<file path="config.mk">
export PLATFORM = sky130hd
export DESIGN_NAME = lcd_timing_gen
export DESIGN_NICKNAME = d
export VERILOG_FILES = /design/src/rtl/lcd_timing_gen.sv
export SDC_FILE = /design/constraint.sdc
export NUM_CORES = 1
export LEC_CHECK = 0
export CORE_MARGIN = 4
export CORE_UTILIZATION = 53
export DETAILED_ROUTE_END_ITERATION = 7
export HOLD_SLACK_MARGIN = 0.02
export PLACE_DENSITY = 0.86
export SLEW_MARGIN = 10
export SYNTH_ARGS = -nofsm -noshare
export SYNTH_HDL_FRONTEND = slang
export SYNTH_SLANG_ARGS = --single-unit
</file>
<file path="constraint.sdc">
create_clock -name PixelClk -period 4.7 [get_ports PixelClk]
set_input_delay 0.705 -clock PixelClk [delete_from_list [all_inputs] [get_ports PixelClk]]
set_output_delay 0.705 -clock PixelClk [all_outputs]
set_load 0.05 [all_outputs]
</file>
<file path="src/rtl/lcd_timing_gen.sv">
// ---------------------------------------------------------------------------
// lcd_timing_gen
//
// Parametrised RGB565 LCD/VGA raster timing generator with a
// latency-compensated pixel path. It runs on the pixel clock.
//
// Each line is ordered active, front porch, sync, back porch. Each frame uses
// the same order, counted in lines. Raw counters are presented early on
// LCD_X/LCD_Y so a pixel source can fetch data. The source answers DATA_LAT
// cycles later. All pin-side controls are delayed so that DE, HSYNC, VSYNC,
// the strobes and RGB change on the same edge, DATA_LAT+1 cycles after the
// coordinate was issued.
//
// Optional feature (compile-time macro LCD_TIMING_TESTPAT_EN):
//   Adds input test_sel. While test_sel is high, vga_datain is replaced by an
//   internal 8-bar colour pattern selected by h[BAR_LOG2+2:BAR_LOG2].
//
// Ports:
//   PixelClk     in   1   pixel clock
//   nRST         in   1   asynchronous active-low reset
//   run          in   1   enable; low parks the raster at (0,0), pins idle
//   test_sel     in   1   (LCD_TIMING_TESTPAT_EN only) colour-bar select
//   vga_datain   in  16   RGB565 pixel for coordinate issued DATA_LAT earlier
//   LCD_X/LCD_Y  out 16   raw request-side horizontal/vertical counters
//   req_active   out  1   LCD_X/LCD_Y lie inside the visible area
//   LCD_DE       out  1   aligned data enable
//   LCD_HSYNC    out  1   aligned HSYNC, level set by HS_POL
//   LCD_VSYNC    out  1   aligned VSYNC, level set by VS_POL
//   LCD_R/G/B    out 5/6/5 aligned pixel, zero whenever LCD_DE is 0
//   frame_start  out  1   pin-aligned strobe on pixel (0,0)
//   line_start   out  1   pin-aligned strobe on pixel 0 of every line
//   frame_cnt    out  8   completed frames, request-side aligned, wraps
//
// DATA_LAT must lie in 0..4.
// ---------------------------------------------------------------------------
module lcd_timing_gen #(
    parameter int H_ACTIVE = 800,
    parameter int H_FP     = 40,
    parameter int H_SYNC   = 48,
    parameter int H_BP     = 88,
    parameter int V_ACTIVE = 480,
    parameter int V_FP     = 13,
    parameter int V_SYNC   = 3,
    parameter int V_BP     = 32,
    parameter int HS_POL   = 0,
    parameter int VS_POL   = 0,
    parameter int DATA_LAT = 1,
    parameter int BAR_LOG2 = 7
) (
    input  logic        PixelClk,
    input  logic        nRST,
    input  logic        run,
`ifdef LCD_TIMING_TESTPAT_EN
    input  logic        test_sel,
`endif
    input  logic [15:0] vga_datain,
    output logic [15:0] LCD_X,
    output logic [15:0] LCD_Y,
    output logic        req_active,
    output logic        LCD_DE,
    output logic        LCD_HSYNC,
    output logic        LCD_VSYNC,
    output logic [4:0]  LCD_R,
    output logic [5:0]  LCD_G,
    output logic [4:0]  LCD_B,
    output logic        frame_start,
    output logic        line_start,
    output logic [7:0]  frame_cnt
);

    // Raster boundaries, all held in the 16-bit counter width.
    localparam logic [15:0] H_TOTAL  = 16'(H_ACTIVE + H_FP + H_SYNC + H_BP);
    localparam logic [15:0] H_VIS    = 16'(H_ACTIVE);
    localparam logic [15:0] H_HS_BEG = 16'(H_ACTIVE + H_FP);
    localparam logic [15:0] H_HS_END = 16'(H_ACTIVE + H_FP + H_SYNC);

    localparam logic [15:0] V_TOTAL  = 16'(V_ACTIVE + V_FP + V_SYNC + V_BP);
    localparam logic [15:0] V_VIS    = 16'(V_ACTIVE);
    localparam logic [15:0] V_VS_BEG = 16'(V_ACTIVE + V_FP);
    localparam logic [15:0] V_VS_END = 16'(V_ACTIVE + V_FP + V_SYNC);

    localparam logic HS_ON = (HS_POL != 0);
    localparam logic VS_ON = (VS_POL != 0);

    // Control bundle carried down the alignment pipeline.
    typedef struct packed {
        logic de;
        logic hs;
        logic vs;
        logic ls;
        logic fs;
    } ctrl_t;

    // Idle/reset value: DE and strobes low, syncs at their inactive level.
    localparam ctrl_t CTRL_IDLE = '{de: 1'b0, hs: ~HS_ON, vs: ~VS_ON,
                                    ls: 1'b0, fs: 1'b0};

    logic [15:0] h_cnt;
    logic [15:0] v_cnt;
    logic [7:0]  frame_q;
    logic        h_last;
    logic        v_last;
    logic        h_vis;
    logic        v_vis;
    logic        hs_act;
    logic        vs_act;
    ctrl_t       pre;
    ctrl_t       pipe [0:DATA_LAT];
    logic        de_into_last;
    logic [15:0] pix_next;
    logic [15:0] pix_q;

    assign h_last = (h_cnt == H_TOTAL - 16'd1);
    assign v_last = (v_cnt == V_TOTAL - 16'd1);

    // Raster counters. Dropping run parks the raster at (0,0), so the next
    // rise of run always begins a clean frame. frame_cnt counts on the same
    // edge as the frame wrap.
    always_ff @(posedge PixelClk or negedge nRST) begin
        if (!nRST) begin
            h_cnt   <= '0;
            v_cnt   <= '0;
            frame_q <= '0;
        end else if (!run) begin
            h_cnt <= '0;
            v_cnt <= '0;
        end else if (h_last) begin
            h_cnt <= '0;
            if (v_last) begin
                v_cnt   <= '0;
                frame_q <= frame_q + 8'd1;
            end else begin
                v_cnt <= v_cnt + 16'd1;
            end
        end else begin
            h_cnt <= h_cnt + 16'd1;
        end
    end

    // Pre-stage controls decoded from the live counters. Gating with run
    // makes the pins go idle exactly DATA_LAT+1 cycles after run falls. A
    // zero-width sync gives an empty compare window and is never asserted.
    always_comb begin
        h_vis  = (h_cnt < H_VIS);
        v_vis  = (v_cnt < V_VIS);
        hs_act = run && (h_cnt >= H_HS_BEG) && (h_cnt < H_HS_END);
        vs_act = run && (v_cnt >= V_VS_BEG) && (v_cnt < V_VS_END);

        pre    = CTRL_IDLE;
        pre.de = run && h_vis && v_vis;
        pre.hs = ~(hs_act ^ HS_ON);
        pre.vs = ~(vs_act ^ VS_ON);
        pre.ls = run && (h_cnt == 16'd0);
        pre.fs = run && (h_cnt == 16'd0) && (v_cnt == 16'd0);
    end

    // Alignment shift register, DATA_LAT+1 stages deep. Stage DATA_LAT
    // drives the pins.
    always_ff @(posedge PixelClk or negedge nRST) begin
        if (!nRST) begin
            for (int i = 0; i <= DATA_LAT; i++) begin
                pipe[i] <= CTRL_IDLE;
            end
        end else begin
            pipe[0] <= pre;
            for (int i = 1; i <= DATA_LAT; i++) begin
                pipe[i] <= pipe[i-1];
            end
        end
    end

    // DE value that lands on the pin at the same edge the pixel register
    // loads. Gating the pixel with it keeps RGB at 0 outside DE without any
    // logic after the output flops.
    generate
        if (DATA_LAT == 0) begin : g_de_lat0
            assign de_into_last = pre.de;
        end else begin : g_de_latn
            assign de_into_last = pipe[DATA_LAT-1].de;
        end
    endgenerate

`ifdef LCD_TIMING_TESTPAT_EN
    // Colour bars from the request-side h counter. The bar word and its
    // select travel DATA_LAT stages so they meet the pixel register together
    // with the source data they replace.
    logic [2:0]  bar_idx;
    logic [15:0] bar_pix;
    logic        sel_last;
    logic [15:0] bar_last;

    assign bar_idx = h_cnt[BAR_LOG2+2 -: 3];
    assign bar_pix = {(bar_idx[2] ? 5'h1F : 5'h00),
                      (bar_idx[1] ? 6'h3F : 6'h00),
                      (bar_idx[0] ? 5'h1F : 5'h00)};

    generate
        if (DATA_LAT == 0) begin : g_pat_lat0
            assign sel_last = test_sel;
            assign bar_last = bar_pix;
        end else begin : g_pat_latn
            logic [16:0] pat_q [0:DATA_LAT-1];

            // Delay line for the pattern word and its select flag.
            always_ff @(posedge PixelClk or negedge nRST) begin
                if (!nRST) begin
                    for (int i = 0; i < DATA_LAT; i++) begin
                        pat_q[i] <= '0;
                    end
                end else begin
                    pat_q[0] <= {test_sel, bar_pix};
                    for (int i = 1; i < DATA_LAT; i++) begin
                        pat_q[i] <= pat_q[i-1];
                    end
                end
            end

            assign {sel_last, bar_last} = pat_q[DATA_LAT-1];
        end
    endgenerate

    // Pixel source select and blanking.
    always_comb begin
        pix_next = '0;
        if (de_into_last) begin
            pix_next = sel_last ? bar_last : vga_datain;
        end
    end
`else
    // Pixel blanking: RGB follows the source only while DE is active.
    always_comb begin
        pix_next = '0;
        if (de_into_last) begin
            pix_next = vga_datain;
        end
    end
`endif

    // Single pixel register; it loads on the same edge as the last control
    // stage so RGB and the controls switch together.
    always_ff @(posedge PixelClk or negedge nRST) begin
        if (!nRST) begin
            pix_q <= '0;
        end else begin
            pix_q <= pix_next;
        end
    end

    assign LCD_X       = h_cnt;
    assign LCD_Y       = v_cnt;
    assign req_active  = h_vis && v_vis;
    assign frame_cnt   = frame_q;

    assign LCD_DE      = pipe[DATA_LAT].de;
    assign LCD_HSYNC   = pipe[DATA_LAT].hs;
    assign LCD_VSYNC   = pipe[DATA_LAT].vs;
    assign line_start  = pipe[DATA_LAT].ls;
    assign frame_start = pipe[DATA_LAT].fs;

    assign LCD_R       = pix_q[15:11];
    assign LCD_G       = pix_q[10:5];
    assign LCD_B       = pix_q[4:0];

endmodule

</file>
Word-level counts from Yosys, hierarchy flattened
Cells that the tools add are included.
{"block": "word_totals", "reg_bits": 66, "inputBits": 19, "out_inout_bits": 62, "elab_cells": 46}
{"block": "classes", "n_addsub": 3, "magnitude_cmp": 6, "eq_ne": 3, "mux": 6, "n_bitwise": 2, "reduce_logical": 12}
{"operator": "$mux W16", "count": 6}
{"operator": "$add A16 B1 Y16 const B", "count": 2}
{"operator": "$eq A16 B10 Y1 const B", "count": 2}
{"operator": "$logic_not A16 Y1", "count": 2}
{"operator": "$lt A16 B10 Y1 const B", "count": 2}
{"operator": "$lt A16 B9 Y1 const B", "count": 2}
{"operator": "$ge A16 B10 Y1 const B", "count": 1}
{"operator": "$ge A16 B9 Y1 const B", "count": 1}
{"operator": "$logic_and A1 B1 Y1", "count": 9}
{"operator": "$add A8 B1 Y8 const B", "count": 1}
{"operator": "$reduce_and A3 Y1", "count": 1}
{"operator": "$ne A2 B1 Y1 const B", "count": 1}
{"operator": "$not A1 Y1", "count": 2}

Depth between registers and ports, before layout
Gate-level depths: netlist of the first run.
{"block": "depth", "ltp_word": 4, "ltp_mapped": 7}

Least setup slack after synthesis of the first run
OpenSTA, ideal clock, no wires.
{"block": "synth_timing", "kind": "reg-to-output", "startpoint": "register v_cnt[12] (netlist: LCD_Y[12])", "endpoint": "output req_active", "t_arrival_ns": 2.820, "required_time_ns": 3.995, "path_slack_ns": 1.175, "stages_incl_launch_ff": 4, "path_cell_list": "dfrtp_1 > nor4_1 > nand2_1 > nor4_1"}
{"block": "synth_between", "elab_chain_cells": 2}
{"element": "start, declared", "line": "99", "rtl": "logic [15:0] v_cnt;"}
{"element": "start signal, assigned", "line": "133", "rtl": "v_cnt <= v_cnt + 16'd1;"}
{"element": "$lt A16 B9 Y1", "line": "145", "rtl": "v_vis = (v_cnt < V_VIS);"}
{"element": "$logic_and A1 B1 Y1", "line": "251", "rtl": "assign req_active = h_vis && v_vis;"}
{"element": "end, declared", "line": "59", "rtl": "output logic req_active,"}
Every way passes these cells.

Worst setup path after layout of the first run
Ends and elaborated chain as after synthesis.

==> impl_summary.md, run 1 <==
Floorplan
The die span in x is about 85 um. The overall die area is ~7300 sq um. The effective utilization at floorplan is between 50% and 60%. The number of top-level design ports is 81. The floorplan row count is 27. The height of the die is 85.32 um. The core area is roughly 5600 sq um.

Detailed routing
The number of nets still failing antenna checks after routing is 0. The via count is around 2.8k. After detailed routing, the average wire length per cell comes to approximately 17 um. Before antenna repair, the detailed router went through 5 iterations. For this run, design rule violations remaining after detail routing come to 0. The total detailed-routing wirelength is slightly above 8000 um. The number of vias per cell after detailed routing is 5.923. In this run, the number of DRC markers left after iteration 0 of detailed routing was roughly 250.

Timing
The transition time at the pin with the least slew margin is between 0.8 and 0.9 ns. In the finished design, the share of the clock period the worst path needs comes to between 70% and 80%. The final hold violation count was 0. Setup repair after global routing left no endpoint under its margin. The total setup violations reported at the end of the flow is 0. The fmax is roughly 280 MHz. The smallest clock period supported by the final layout is computed as between 3 and 4 ns.

In this run the tightest slew margin relative to its limit is a little under half. The number of pins exceeding their max-slew limit in the final report is 0. The clock skew is roughly 0.0065 ns.

After routing, the total negative slack on setup checks comes to 0 ns.

Clock network
The number of hold buffers added after CTS was 0. The post-CTS setup-driven buffer insertion count is 0. The root buffer cell chosen for the clock tree is clkbuf_8. The number of gates resized after CTS was 0. The maximum count of clock buffers along a single path is 2.

The clock drives 66 sinks. The CTS tree is done. CTS built an H-tree with a depth of 3. The clock reaches the later pin of the worst-skew pair after approximately 0.34 ns. The total CTS buffers is 9. After clock tree synthesis, the clock-pin slew on the worst setup and hold paths is around 0.070 ns.

Placed design
The number of placed instances, taps included, is 453. The half-perimeter wire length after detailed placement is around 5500 um. The count of buffers added on input and output ports is 80.

The placed instance area is 4009 sq um. The congestion estimate from routability-driven global placement came to between 0.9 and 1.

Global routing
The wire length of the first global-routing pass is around 13000 um. The remaining global-route overflow is 0. The number of global-route vias before repair is 2617. The number of antenna violations at the first check in global routing is 0. Global routing used a little under a quarter of the available tracks. The largest net degree at the start of global routing is 67.

Critical path
The count of cells along the worst register-to-register path is 5. On the critical path, the stage with the largest delay is an instance of clkdlybuf4s50_1. Data arrives at the worst endpoint at 2.92 ns. STA classifies the critical path endpoint as an output pin. The largest single stage delay on the critical path is about 0.88 ns. In this run the critical register-to-register path is launched from LCD_X[0]. The combined buffer and inverter count along the critical path is 1. The critical path in this run is classified as flop to output pin. The biggest fanout along the worst timing path is 6. STA classifies the critical path startpoint as a flop. The setup slack of the most critical reg-to-reg path is between 1.5 and 2 ns. The most numerous cell type found on the critical path is nor4_1. The data required time of the critical path is ~4 ns. The endpoint of the worst register-to-register path is LCD_Y[4]. Broken down by cell family, the worst path's largest delay share belongs to simple AND/OR/NAND/NOR gates. Walking the worst path, the cells encountered are nor4_1 > nand2_1 > nor4_1 > clkdlybuf4s50_1.

Run status
The flow ran to the end, and the final reports show no timing, DRC or antenna violations.

Layout
The finished cells cover ~4200 sq um. The net count reported at finish is between 400 and 500. 0 antenna diodes ended up in the layout. After the flow finishes, the layout carries non-filler instances totaling roughly 470.

The layout cell share with drive strength beyond 1 is 7.305%. The layout-stage area growth over the synthesis result is 33.69%. Across the whole layout, storage elements account for approximately 1700 sq um.

The area taken by multi-input logic gates is ~1400 sq um. The fill cell instance count of the final layout is approximately 380.

Hold path
For hold timing, the worst endpoint is frame_start. The worst hold path passes through 0 cells. The worst hold path class is flop to flop. In this run the most critical hold path is launched from pipe[5].

Yosys
The cell area that synthesis handed to floorplanning was roughly 3200 sq um. In the synthesized netlist the async set-or-reset flop fraction comes to between 90% and 100%. Yosys instantiated no cell more often than dfrtp_1. The Yosys step of the flow raised 0 warnings. The sequential area share after synthesis is 52.29%. The most instantiated flip-flop cell in the synthesis netlist is dfrtp_1.

When the netlist entered floorplanning its net count stood at 340. In the post-synthesis netlist, the biggest area contributors are dfrtp_1 49%, and2_1 4.3%, dfstp_2 3.3%. The number of synthesized flops with an enable pin is 0. The average footprint of a synthesized cell is 10.09 sq um. The synthesized instance count is around 310.

By count the netlist is led by 62 x dfrtp_1, 26 x nand2_1, 24 x nor2_1, 22 x and2_1, 17 x nand3_1. The top cell type by area accounts for 48.97% of the synthesized area. After synthesis the netlist holds a flip-flop and latch count of 66. The top cell type by total area after synthesis is dfrtp_1.

Yosys mapped the design onto 45 distinct sky130hd cell types.

Run
Max-cap violations in this run came to 0.

Power
The worst-case IR drop observed on VDD is a little over 0.2 mV. Dividing total power by cell area gives a power density of just under 300 nW/um^2. In this run the static leakage power is ~0.0017 uW.
-- layer usage --
layer / routed length, um / GRT usage [%] / share of wire, %
met5: 0 / 0 / 0
met4: 106 / 9.209 / 1.3
met3: 645 / 3.689 / 8.0
met2: 3877 / 37.01 / 48
met1: 3412 / 31.62 / 42
-- stage by stage --
step	power (uW)	hold WS, ns	worst slack, ns	util [%]
2_1_floorplan	657.5	0.3312	1.175	-
3_3_place_gp	711.8	0.3322	1.565	71.06
3_5_place_dp	714.5	0.3404	1.489	71.06
4_1_cts	1251	0.3526	1.102	75.07
5_1_grt	1289	0.3554	0.8316	75.07
6_report	1243	0.3522	1.075	75.07
-- placed cells by master, fill, tap and decap left out, drive strengths merged, types with 2 or more instances in the layout --
cell           count
ha                 7
nor4              16
and3               5
clkinvlp           2
xnor2             10
or3b               2
a21oi             12
inv                9
and4              10
dfstp              4
bufinv             2
clkdlybuf4s50     79
xor2               9
nand4             13
o22ai              5
and2              22
nand2             26
nor3               7
o21ai              3
nand3             17
dfrtp             62
buf                3
or3                7
nor2              24
or4                6
clkbuf            10
o2111ai            2
o41ai              3
-- where the power goes --
part | internal, uW | switching, uW
Sequential | 581 | 8.04
Clock | 314 | 227
Combinational | 40.5 | 72.9
Total | 936 | 307
-- worst max-delay path by stage --
stage	startpoint	end	cells past startpoint	slack (ns)
after floorplan	LCD_Y[12]	req_active	3	1.18
after global placement	LCD_Y[12]	req_active	4	1.56
after detailed placement	LCD_Y[12]	req_active	4	1.49
after CTS	LCD_Y[12]	req_active	4	1.10
after global routing	LCD_Y[12]	req_active	4	0.83
final	LCD_Y[12]	req_active	4	1.08
-- cell families (layout without fill, tap and decap cells) --
logic type / after synthesis / after routing / synth area share (%)
compound gates: 34 / 34 / 7.070
xor+xnor: 19 / 19 / 5.253
fa+ha+maj: 7 / 7 / 2.764
buf+inv: 23 / 106 / 2.843
flops: 66 / 66 / 52.29
mux: 2 / 2 / 0.6714
simple gates: 163 / 163 / 29.11
-- cell type report --
type,instances,area share (%)
sequential,66,39.11
clock inverter,6,2.097
clock buffer,10,3.250
inverter,8,0.7090
tap,72,2.127
timing repair buffer,82,19.14
multi-input combinational,225,33.56
-- flip-flops by register name, summed over array words and instances, names as in the netlist --
signal and cells:
LCD_X 16, LCD_Y 16, pix_q 16, frame_cnt 8
pipe 4, LCD_DE 1, LCD_HSYNC 1, LCD_VSYNC 1
de_into_last 1, frame_start 1, line_start 1
(Power assumes the default switching activity.)
==> run 2: changes to the inputs <==
Settings changed: CORE_UTILIZATION 53 to 49, PLACE_DENSITY 0.86 to 0.8.
Clock period 4.7 ns to 3.6 ns, I/O delays scaled along.
==> run 2 against run 1 <==
Compared with the run above:
- cell count is 1.5% higher
- die area is 7.4% higher
- core utilization is 7.2 points lower
- critical path type unchanged
- register-to-register slack worse by 1.0 ns
- wire length is 1.6% lower
- count of clock-buffer cells in the layout is 2 higher
- largest cell class unchanged
- setup slack worse by 0.97 ns
- critical path depth stayed put
- flip-flop and latch count stayed put
- via count is 0.40% higher
- hold slack worse by 0.13 ns
- non-clock buffer count is 2 higher
==> impl_summary.md, run 2 (synthesis gave the netlist of run 1 again) <==
Power
The sequential fraction of design power came to 45.5% (-1.9 points). The ratio of total power to cell area came to 394.7 nW/um^2 (+34%). The part of the total power dissipated in combinational logic is 8.7% (-0.4 points). The internal cell power came to 1312 uW (+40%). The switching power is 379.7 uW (+23%). The switching fraction of total power was 22.44% (-2.3 points). The worst voltage drop across the vdd grid is 0.2833 mV (+38%). The fraction of power consumed by the clock network is 45.8% (+2.3 points). The cell leakage power is 0.001766 uW (+1.6%).

Critical path
The biggest fanout along the worst timing path is 6 (unchanged). The data arrival time of the critical path was 2.96 ns (+0.04 ns). The data required time of the critical path is 3.06 ns (-0.93 ns). The worst setup path is launched from a flop.

The type of the worst setup path is flop to output pin. STA classifies the critical path endpoint as an output pin.

Timing
The final setup TNS is 0 ns (unchanged). The smallest hold slack was 0.2229 ns (-0.1293 ns). The number of pins exceeding their max-slew limit in the final report is 0 (unchanged). Static timing analysis puts the maximum clock frequency at between 200 and 300 MHz.

The worst slew margin relative to its limit is 54.16% (+7.9 points). The total setup violations reported at the end of the flow is 0 (unchanged). After layout, the minimum clock period comes to between 3 and 4 ns. The setup slack of the critical path after layout is 0.1031 ns (-0.9719 ns).

The clock skew is 0.007645 ns (+0.001159 ns). Setup repair after global routing left no endpoint under its margin. The final hold violation count came to 0 (unchanged).

The share of the cycle needed by the critical path after routing is between 90% and 100%. The transition time at the pin with the least slew margin came to 0.6813 ns (-0.1252 ns).

Placed design
The routability congestion estimate from global placement was 0.8813 (-5.1%). The half-perimeter wire length after detailed placement is 5620 um (+1.3%). The pre-CTS setup slack came to 0.5118 ns (-0.9774 ns).

The total instance count after detailed placement is 460 (+1.5%). The count of buffers inserted at the top-level ports is 80 (unchanged).

Clock network
The library cell used as clock root buffer is clkbuf_8. The CTS tree is done. The total CTS buffers was 9 (unchanged). The clock transition at the registers of the reported paths is 0.07 ns (about the same). The number of instances resized during post-cts repair is 0 (unchanged).

The maximum count of clock buffers along a single path is 2 (unchanged). The hold-fix buffer count after cts is 0 (unchanged). The number of sinks handled by clock tree synthesis is 66 (unchanged). The post-CTS setup-driven buffer insertion count is 0 (unchanged). The level count of the clock H-tree is 3 (unchanged).

The clock latency on the worst-skew pair is 0.33 ns (about the same).

Global routing
After global routing, the most crowded layer is met2. The met2 layer usage reported by global route is 33.72% (-3.3 points). The wire length of the first global-routing pass came to 12980 um (-3.2%).

The met1 track demand over resource was 28.77% (-2.9 points). The number of global-route vias before repair is 2681 (+2.4%). The largest net degree at the start of global routing is 52 (-22%). The overall routing resource usage is 21.11% (-2.1 points). The remaining global-route overflow is 0 (unchanged). The number of antenna violations at the first check in global routing came to 0 (unchanged).

The met3 track utilization from global routing is 4.190% (+0.50 points).

Layout
The layout cell share with drive strength beyond 1 was 7.519% (+0.21 points). From synthesis to final layout, the design area changed by 35.31%. The fill cell instance count of the final layout came to 506 (+32%). The most common cell after layout, fill and taps aside is clkdlybuf4s50_1. The top cell types in the final layout, fill and taps aside, are 79 x clkdlybuf4s50_1, 62 x dfrtp_1, 26 x nand2_1. The net count reported at finish is 420 (+0.48%). The count of antenna diodes in the layout is 0 (unchanged). The count of placed standard cells in the final layout, fillers left out is 476 (+1.5%).

Detailed routing
The number of DRC violations after detailed routing was 0 (unchanged). The number of nets still failing antenna checks after routing is 0 (unchanged). The number of vias per cell after detailed routing came to 5.859 (-1.1%).

The via count is 2789 (+0.40%). The final routed wire length divided by cell count is 16.62 um (-3.1%). The total detailed-routing wirelength came to 7909 um (-1.6%). The count of TritonRoute iterations in the first routing pass is 4 (-1).

The initial DRC count was 168 (-34%).

Floorplan
The height of the die came to 88.41 um (+3.6%). The core area is 6314 sq um (+12%). The overall die area came to 7815 sq um (+7.4%). The number of top-level design ports was 81 (unchanged). The die span in x came to 88.41 um (+3.6%). The effective utilization at floorplan is 50.18% (-6.0 points). The floorplan row count is 29 (+7.4%).

Run status
The flow ran to the end, and the final reports show no timing, DRC or antenna violations.

Run
The number of violations of the max-capacitance limit came to 0 (unchanged).

Hold path
The worst hold path belongs to the class primary input to async pin.
-- run 2: stage by stage --
stage	area [sq um]	total power, uW	utilization, %
after global placement	4030	930.7	63.83
after floorplan	3168	858.4	-
final	4287	1692	67.90
after CTS	4284	1704	67.86
after global routing	4287	1746	67.90
after detailed placement	4030	933.4	63.83
-- run 2: critical path: stages, from the launching register on --
cell and delay (ns):
dfrtp_1 0.43, nor4_1 0.61, nand2_1 0.21, nor4_1 0.49, clkdlybuf4s50_1 0.89
-- run 2: final cells by class --
type	count	area [sq um]	area share, %
multi-input cells	225	1421	33.16
repair buffers	84	828.3	19.32
flip-flops and latches	66	1657	38.65
clock buffers	12	155.1	3.619
clock inverters	4	98.84	2.306
inverters	8	30.03	0.7005
well taps	77	96.34	2.248
-- run 2: power by group through the flow --
| stage | clock network, uW | logic, uW | registers, uW |
|---|---|---|---|
| global placement | 0 | 148 | 783 |
| detailed placement | 0 | 149 | 784 |
| global route | 816 | 158 | 773 |
| finish | 774 | 148 | 770 |
| floorplan | 0 | 23.2 | 835 |
| CTS | 784 | 150 | 770 |
-- run 2: worst paths after layout --
kind,cells after the start,slack [ns],to,startpoint
worst max-delay path,4,0.10,req_active,LCD_Y[12]
worst min-delay path,1,0.22,pix_q[13],nRST
worst max register to register,4,0.91,LCD_Y[4],LCD_X[13]
worst min register to register,0,0.35,frame_start,pipe[5]
max in group asynchronous,2,2.79,LCD_Y[2],nRST
min in group PixelClk,0,0.35,frame_start,pipe[5]
-- run 2: metal layers --
metal,routed length [um],part of all wire [%],vias up
met5,0,0,-
met4,119,1.5,0
met3,636,8.0,12
met2,3787,48,121
met1,3365,43,1354
li1,-,-,1302
==> run 3: changes to the inputs <==
Clock period 3.6 ns to 4 ns, I/O delays scaled along.
==> run 3 against run 2 <==
Compared with the run above:
- die area did not move
- setup slack improved by 0.29 ns
- hold slack improved by 0.038 ns
- total power fell by 12%
- sequential share of layout area rose by 0.33 points
- critical path depth did not move
- clock skew rose by 0.0055 ns
- register-to-register slack improved by 0.34 ns
- wire length rose by 3.9%
- critical path type unchanged
- largest cell class unchanged
- largest power group is now registers
==> impl_summary.md, run 3 (synthesis gave the netlist of run 1 again) <==
Layout
Leaving out fill and tap cells, the most frequent cell in the layout is clkdlybuf4s50_1. The layout cell share with drive strength beyond 1 is 6.801% (-0.72 points). The net count reported at finish is 418 (-0.48%).

The count of antenna diodes in the layout is 0 (unchanged). The fill cell instance count of the final layout came to 497 (-1.8%). The final instance area is 4250 sq um (-0.85%). The post-layout utilization of the core was 67.32% (-0.57 points). In the layout the commonest cells are 79 x clkdlybuf4s50_1, 62 x dfrtp_1, 26 x nand2_1. Compared with the post-synthesis result, the final layout area differs by 34.16%.

Power
The switching fraction of total power is 23.72% (+1.3 points). The part of the total power dissipated in combinational logic is 9.0% (+0.3 points). The fraction of power consumed by the clock network is 44.5% (-1.3 points).

The cell leakage power was 0.001747 uW (-1.1%). The switching power is 352.6 uW (-7.1%). The ratio of total power to cell area is 349.7 nW/um^2 (-11%).

The worst voltage drop across the vdd grid is 0.2413 mV (-15%). The sequential fraction of design power came to 46.6% (+1.1 points). The internal cell power is 1134 uW (-14%).

Global routing
The met2 layer usage reported by global route came to 34.87% (+1.2 points). The overall routing resource usage was 21.71% (+0.60 points). The met3 track utilization from global routing is 4.190% (unchanged). The largest net degree at the start of global routing came to 51 (-1.9%). The number of global-route vias before repair came to 2682 (+0.037%). The remaining global-route overflow was 0 (unchanged). The wire length of the first global-routing pass came to 13210 um (+1.8%). The global routing stage identified its most utilized layer as met2. The number of antenna violations at the first check in global routing is 0 (unchanged). The met1 track demand over resource is 29.16% (+0.40 points).

Run
The number of violations of the max-capacitance limit is 0 (unchanged).

Timing
The clock skew is 0.01314 ns (+0.005495 ns). The transition time at the pin with the least slew margin is 0.7116 ns (+0.03022 ns). The total setup violations reported at the end of the flow is 0 (unchanged). The number of pins exceeding their max-slew limit in the final report is 0 (unchanged). Setup repair after global routing left no endpoint under its margin.

The final hold violation count is 0 (unchanged). The share of the cycle needed by the critical path after routing is about nine tenths. The worst slew margin relative to its limit was 52.12% (-2.0 points). The clock period minus final worst setup slack is approximately 3.6 ns. The fmax is ~280 MHz. The final setup TNS was 0 ns (unchanged).

Detailed routing
The number of vias per cell after detailed routing is 5.829 (-0.51%). The initial DRC count is 167 (-0.60%). The number of DRC violations after detailed routing is 0 (unchanged).

The number of nets still failing antenna checks after routing came to 0 (unchanged). The total detailed-routing wirelength was 8219 um (+3.9%). The count of TritonRoute iterations in the first routing pass is 5 (+1). The via count is 2763 (-0.93%). The final routed wire length divided by cell count is 17.34 um (+4.4%).

Floorplan
The core area is 6314 sq um (unchanged). The die span in x came to 88.41 um (unchanged). The height of the die came to 88.41 um (unchanged). The floorplan row count is 29 (unchanged). The number of top-level design ports is 81 (unchanged). The effective utilization at floorplan came to 50.18% (unchanged). The overall die area was 7815 sq um (unchanged).

Placed design
The placed instance area came to 4015 sq um (-0.37%). The count of buffers inserted at the top-level ports is 80 (unchanged). The routability congestion estimate from global placement is 0.8366 (-5.1%). The half-perimeter wire length after detailed placement is 5529 um (-1.6%).

Clock network
The number of instances resized during post-cts repair was 0 (unchanged). The total CTS buffers is 9 (unchanged). The maximum count of clock buffers along a single path is 2 (unchanged). The CTS tree is done.

The number of sinks handled by clock tree synthesis is 66 (unchanged). The library cell used as clock root buffer is clkbuf_8. The post-CTS setup-driven buffer insertion count is 0 (unchanged). The clock latency on the worst-skew pair is 0.35 ns (+0.02 ns). The clock transition at the registers of the reported paths was 0.08 ns (about the same).

The level count of the clock H-tree was 3 (unchanged). The hold-fix buffer count after cts is 0 (unchanged).

Critical path
STA classifies the critical path endpoint as an output pin. The data required time of the critical path is 3.40 ns (+0.34 ns). The signal on the critical path passes through nor4_1 > nand2_1 > nor4_1 > clkdlybuf4s50_1. The biggest fanout along the worst timing path was 6 (unchanged).

By startpoint and endpoint, the worst setup path is classified as flop to output pin. The combined buffer and inverter count along the critical path is 1 (unchanged). The data arrival time of the critical path came to 3.01 ns (+0.05 ns).

The largest individual stage delay along the critical path comes from the cell clkdlybuf4s50_1. The longest individual stage delay on the worst path is 0.89 ns (about the same). The kind of start point of the critical path is a flop.

The cell that appears most often on the critical path is nor4_1. The cell type group with the largest total delay on the critical path is simple AND/OR/NAND/NOR gates.

Hold path
The path class of the tightest hold or removal check is primary input to async pin.

Run status
The flow ran to the end, and the final reports show no timing, DRC or antenna violations.
-- run 3: cell count changes in the layout (fill, tap and decap cells not counted) --
cell | before | now
clkbuf_8 | 11 | 12
buf_4 | 5 | 3
clkinv_4 | 1 | 0
clkbuf_1 | 1 | 2
bufinv_16 | 3 | 2
-- run 3: path summary, 6_finish.rpt --
path | start | endpoint | slack, ns | depth (start not counted)
worst max-delay path | LCD_Y[12] | req_active | 0.39 | 4
worst min-delay path | nRST | frame_cnt[3] | 0.26 | 1
worst max register to register | LCD_X[0] | LCD_Y[4] | 1.25 | 5
worst min register to register | pipe[5] | frame_start | 0.35 | 0
max in group asynchronous | nRST | LCD_Y[9] | 3.05 | 2
min in group PixelClk | pipe[5] | frame_start | 0.35 | 0
-- run 3: final cells by class --
| cell class | instances | area, sq um | area share, % |
|---|---|---|---|
| inverters | 8 | 30.03 | 0.7065 |
| clock buffers | 14 | 172.7 | 4.062 |
| repair buffers | 82 | 813.3 | 19.13 |
| flip-flops and latches | 66 | 1657 | 38.98 |
| clock inverters | 2 | 60.06 | 1.413 |
| multi-input cells | 225 | 1421 | 33.44 |
| well taps | 77 | 96.34 | 2.267 |
-- run 3: power groups by stage --
stage	Clock [uW]	Sequential, uW	Combinational [uW]
floorplan	0	752	20.9
global placement	0	704	132
detailed placement	0	705	134
CTS	661	693	135
global route	700	694	142
finish	661	692	133
-- run 3: metal layers --
metal,share of wire (%),vias up
met4,2.1,0
li1,-,1292
met5,0,-
met3,7.7,17
met2,48,120
met1,42,1334
-- run 3: through the flow --
| step | instances | hold WS [ns] | worst slack (ns) | power, uW |
|---|---|---|---|---|
| global placement | 458 | 0.3322 | 0.9368 | 836.7 |
| global route | 474 | 0.3214 | 0.1944 | 1535 |
| finish | 474 | 0.2614 | 0.3941 | 1487 |
| floorplan | 314 | 0.3044 | 0.5802 | 772.6 |
| detailed placement | 458 | 0.3356 | 0.8069 | 838.9 |
| CTS | 474 | 0.3504 | 0.4326 | 1489 |
==> RTL change: new RTL, settings of run 3 <==
`H_ACTIVE`: 800 -> 512.
--- a/src/rtl/lcd_timing_gen.sv
+++ b/src/rtl/lcd_timing_gen.sv
@@ -36,3 +36,3 @@
 module lcd_timing_gen #(
-    parameter int H_ACTIVE = 800,
+    parameter int H_ACTIVE = 512,
     parameter int H_FP     = 40,
Check against the original RTL: same outputs for any inputs over 10 cycles, from zero or initial values and one cycle with nRST low; that may be too few to reach the edited logic, so the function may still have changed.
==> RTL change against run 3 <==
First-iteration DRC count fell by 3.6%. Worst hold slack improved by 0.087 ns. Cell area rose by 0.68%. Setup slack improved by 0.36 ns. Power fell by 1.6%. Clock skew fell by 0.0031 ns. Global-route usage shrank 1.3 points. Routed wire length down 6.6%. Area after synthesis up 1.8%. Sequential cell count stayed put. Non-clock buffer count unchanged. Count of clock-buffer cells in the layout is 4 lower. Sequential power barely moved.
==> RTL change: results (changes against run 3) <==
| Metric | Value |
|---|---|
| Synthesized net count | `321 (-5.6%)` |
| Syn Area/Cell | `10.93 sq um (+8.4%)` |
| CTS buffer count | `9 (unchanged)` |
| Ys async rst share | `100.0% (unchanged)` |
| Relative slew margins | `29.85% (-22 points)` |
| Vias in the first global route | `2488 (-7.2%)` |
| Worst clock skew | `0.01003 ns (-0.003110 ns)` |
| Met3 usage | `5.438% (+1.2 points)` |
| Number of antenna violations at the first check in global routing | `0 (unchanged)` |
| R2r setup slk | `1.52 ns (+0.27 ns)` |
| GRT busiest layer | `met2` |
| # resized after CTS | `0 (unchanged)` |
| Synth unique cells | `46 (+2.2%)` |
| Final wirelength | `7.675 mm (-6.6%)` |
| Hold Path Sink | `frame_start` |
| Hold slack | `0.3487 ns (+0.08728 ns)` |
| Outcome | `finished clean` |
| GRT Total Usage | `20.40% (-1.3 points)` |
| Top FF cell, synth | `dfrtp_1` |
| Vias per cell | `5.726 (-1.8%)` |
| CP arrival | `2.65 ns (-0.36 ns)` |
| Worst-Skew Late Latency | `0.34 ns` |
| Met1 GRT Util | `28.21% (-0.96 points)` |
| Share of cells above drive strength 1 | `10.37% (+3.6 points)` |
| Vias | `2594 (-6.1%)` |
| HP Class | `reg2reg` |
| Sequential area share after synthesis | `51.36% (-0.93 points)` |
| Port Buf Inserts | `80 (unchanged)` |
| DR pass1 iterations | `4 (-1)` |
| GR Util met2 | `31.08% (-3.8 points)` |
| Clk slew on worst S/H paths | `0.07 ns` |
| Nets | `397 (-5.0%)` |
| Max VDD drop | `235.1 uV (-2.6%)` |
| Dpl hpwl | `5.395 mm (-2.4%)` |
| Post-placement setup slack | `1.122 ns (+0.3148 ns)` |
| Drt initial violations | `161 (-3.6%)` |
| R2R Path Start | `LCD_X[0]` |
| Critical R2R Capture | `LCD_Y[0]` |
| Yosys warning count | `0 (unchanged)` |
| CTS max path bufs | `2 (unchanged)` |
| First-pass GRT wire length | `12.46 mm (-5.6%)` |
| CP max FO | `7 (+1)` |
| Gpl congestion | `0.8674 (+3.7%)` |
| P_sw | `363.0 uW (+3.0%)` |
| HP Start | `pipe[5]` |
| Hold depth | `0` |
| # H-tree levels | `3 (unchanged)` |
| Static leakage power | `0.001820 uW (+4.2%)` |
| N_diodes | `0 (unchanged)` |
| Largest net degree at the start of global routing | `49 (-3.9%)` |
| R2R depth | `5 (unchanged)` |
| Placed cells | `437 (-4.6%)` |
| Commonest cells in the netlist | `dfrtp_1, and2_1, xor2_1` |
| Synth area leaders | `dfrtp_1, xor2_1, and2_1, dfstp_2, ha_1` |
-- RTL change: power by group through the flow --
stage                     sequential (uW)  combinational (uW)  clock, uW
after floorplan                       751                21.9          0
after global placement                704                 133          0
after detailed placement              705                 134          0
after CTS                             692                 134        652
after global routing                  693                 142        687
final                                 691                 132        639
-- RTL change: worst max-delay path: stages (launching register included) --
cell and delay [ns]:
dfrtp_1 0.48, nor4_4 0.42, nand4_1 0.16, nor4_1 0.35
clkdlybuf4s50_1 0.89
-- RTL change: layout make-up --
type	count	area (sq um)
Tap cell	77	96.34
Clock inverter	6	88.84
Timing Repair Buffer	82	810.8
Fill cell	495	2107
Inverter	12	45.04
Sequential cell	66	1657
Clock buffer	10	137.6
Multi-Input combinational cell	200	1444
-- RTL change: logic make-up (layout without fill, tap and decap cells) --
group           count (synthesis)  in the layout  share of synthesized area, %
simple gates                  136            136                         27.77
flops                          66             66                         51.36
compound gates                 31             31                         7.060
buf+inv                        29            110                         3.879
xor+xnor                       24             24                         6.517
fa+ha+maj                       7              7                         2.715
mux                             2              2                        0.6982
-- RTL change: layer usage --
layer  up-vias  part of all wire [%]
met1      1269                    44
met3        10                   6.7
li1       1223                     -
met4         0                   1.3
met2        92                    48
met5         -                     0
-- RTL change: worst max-delay path by stage --
stage	startpoint	endpoint	slack [ns]	cells past startpoint
finish	LCD_Y[13]	req_active	0.75	4
global route	LCD_Y[13]	req_active	0.65	4
CTS	LCD_Y[12]	req_active	0.75	4
detailed placement	LCD_Y[12]	req_active	1.12	4
global placement	LCD_Y[13]	req_active	1.16	4
floorplan	LCD_Y[5]	req_active	0.58	5
-- RTL change: per-stage QoR --
stage | cell area (sq um) | util [%]
after global placement | 4053 | 63.46
after detailed placement | 4053 | 63.46
after CTS | 4279 | 67.01
final | 4279 | 67.01
after global routing | 4279 | 67.01
after floorplan | 3226 | -
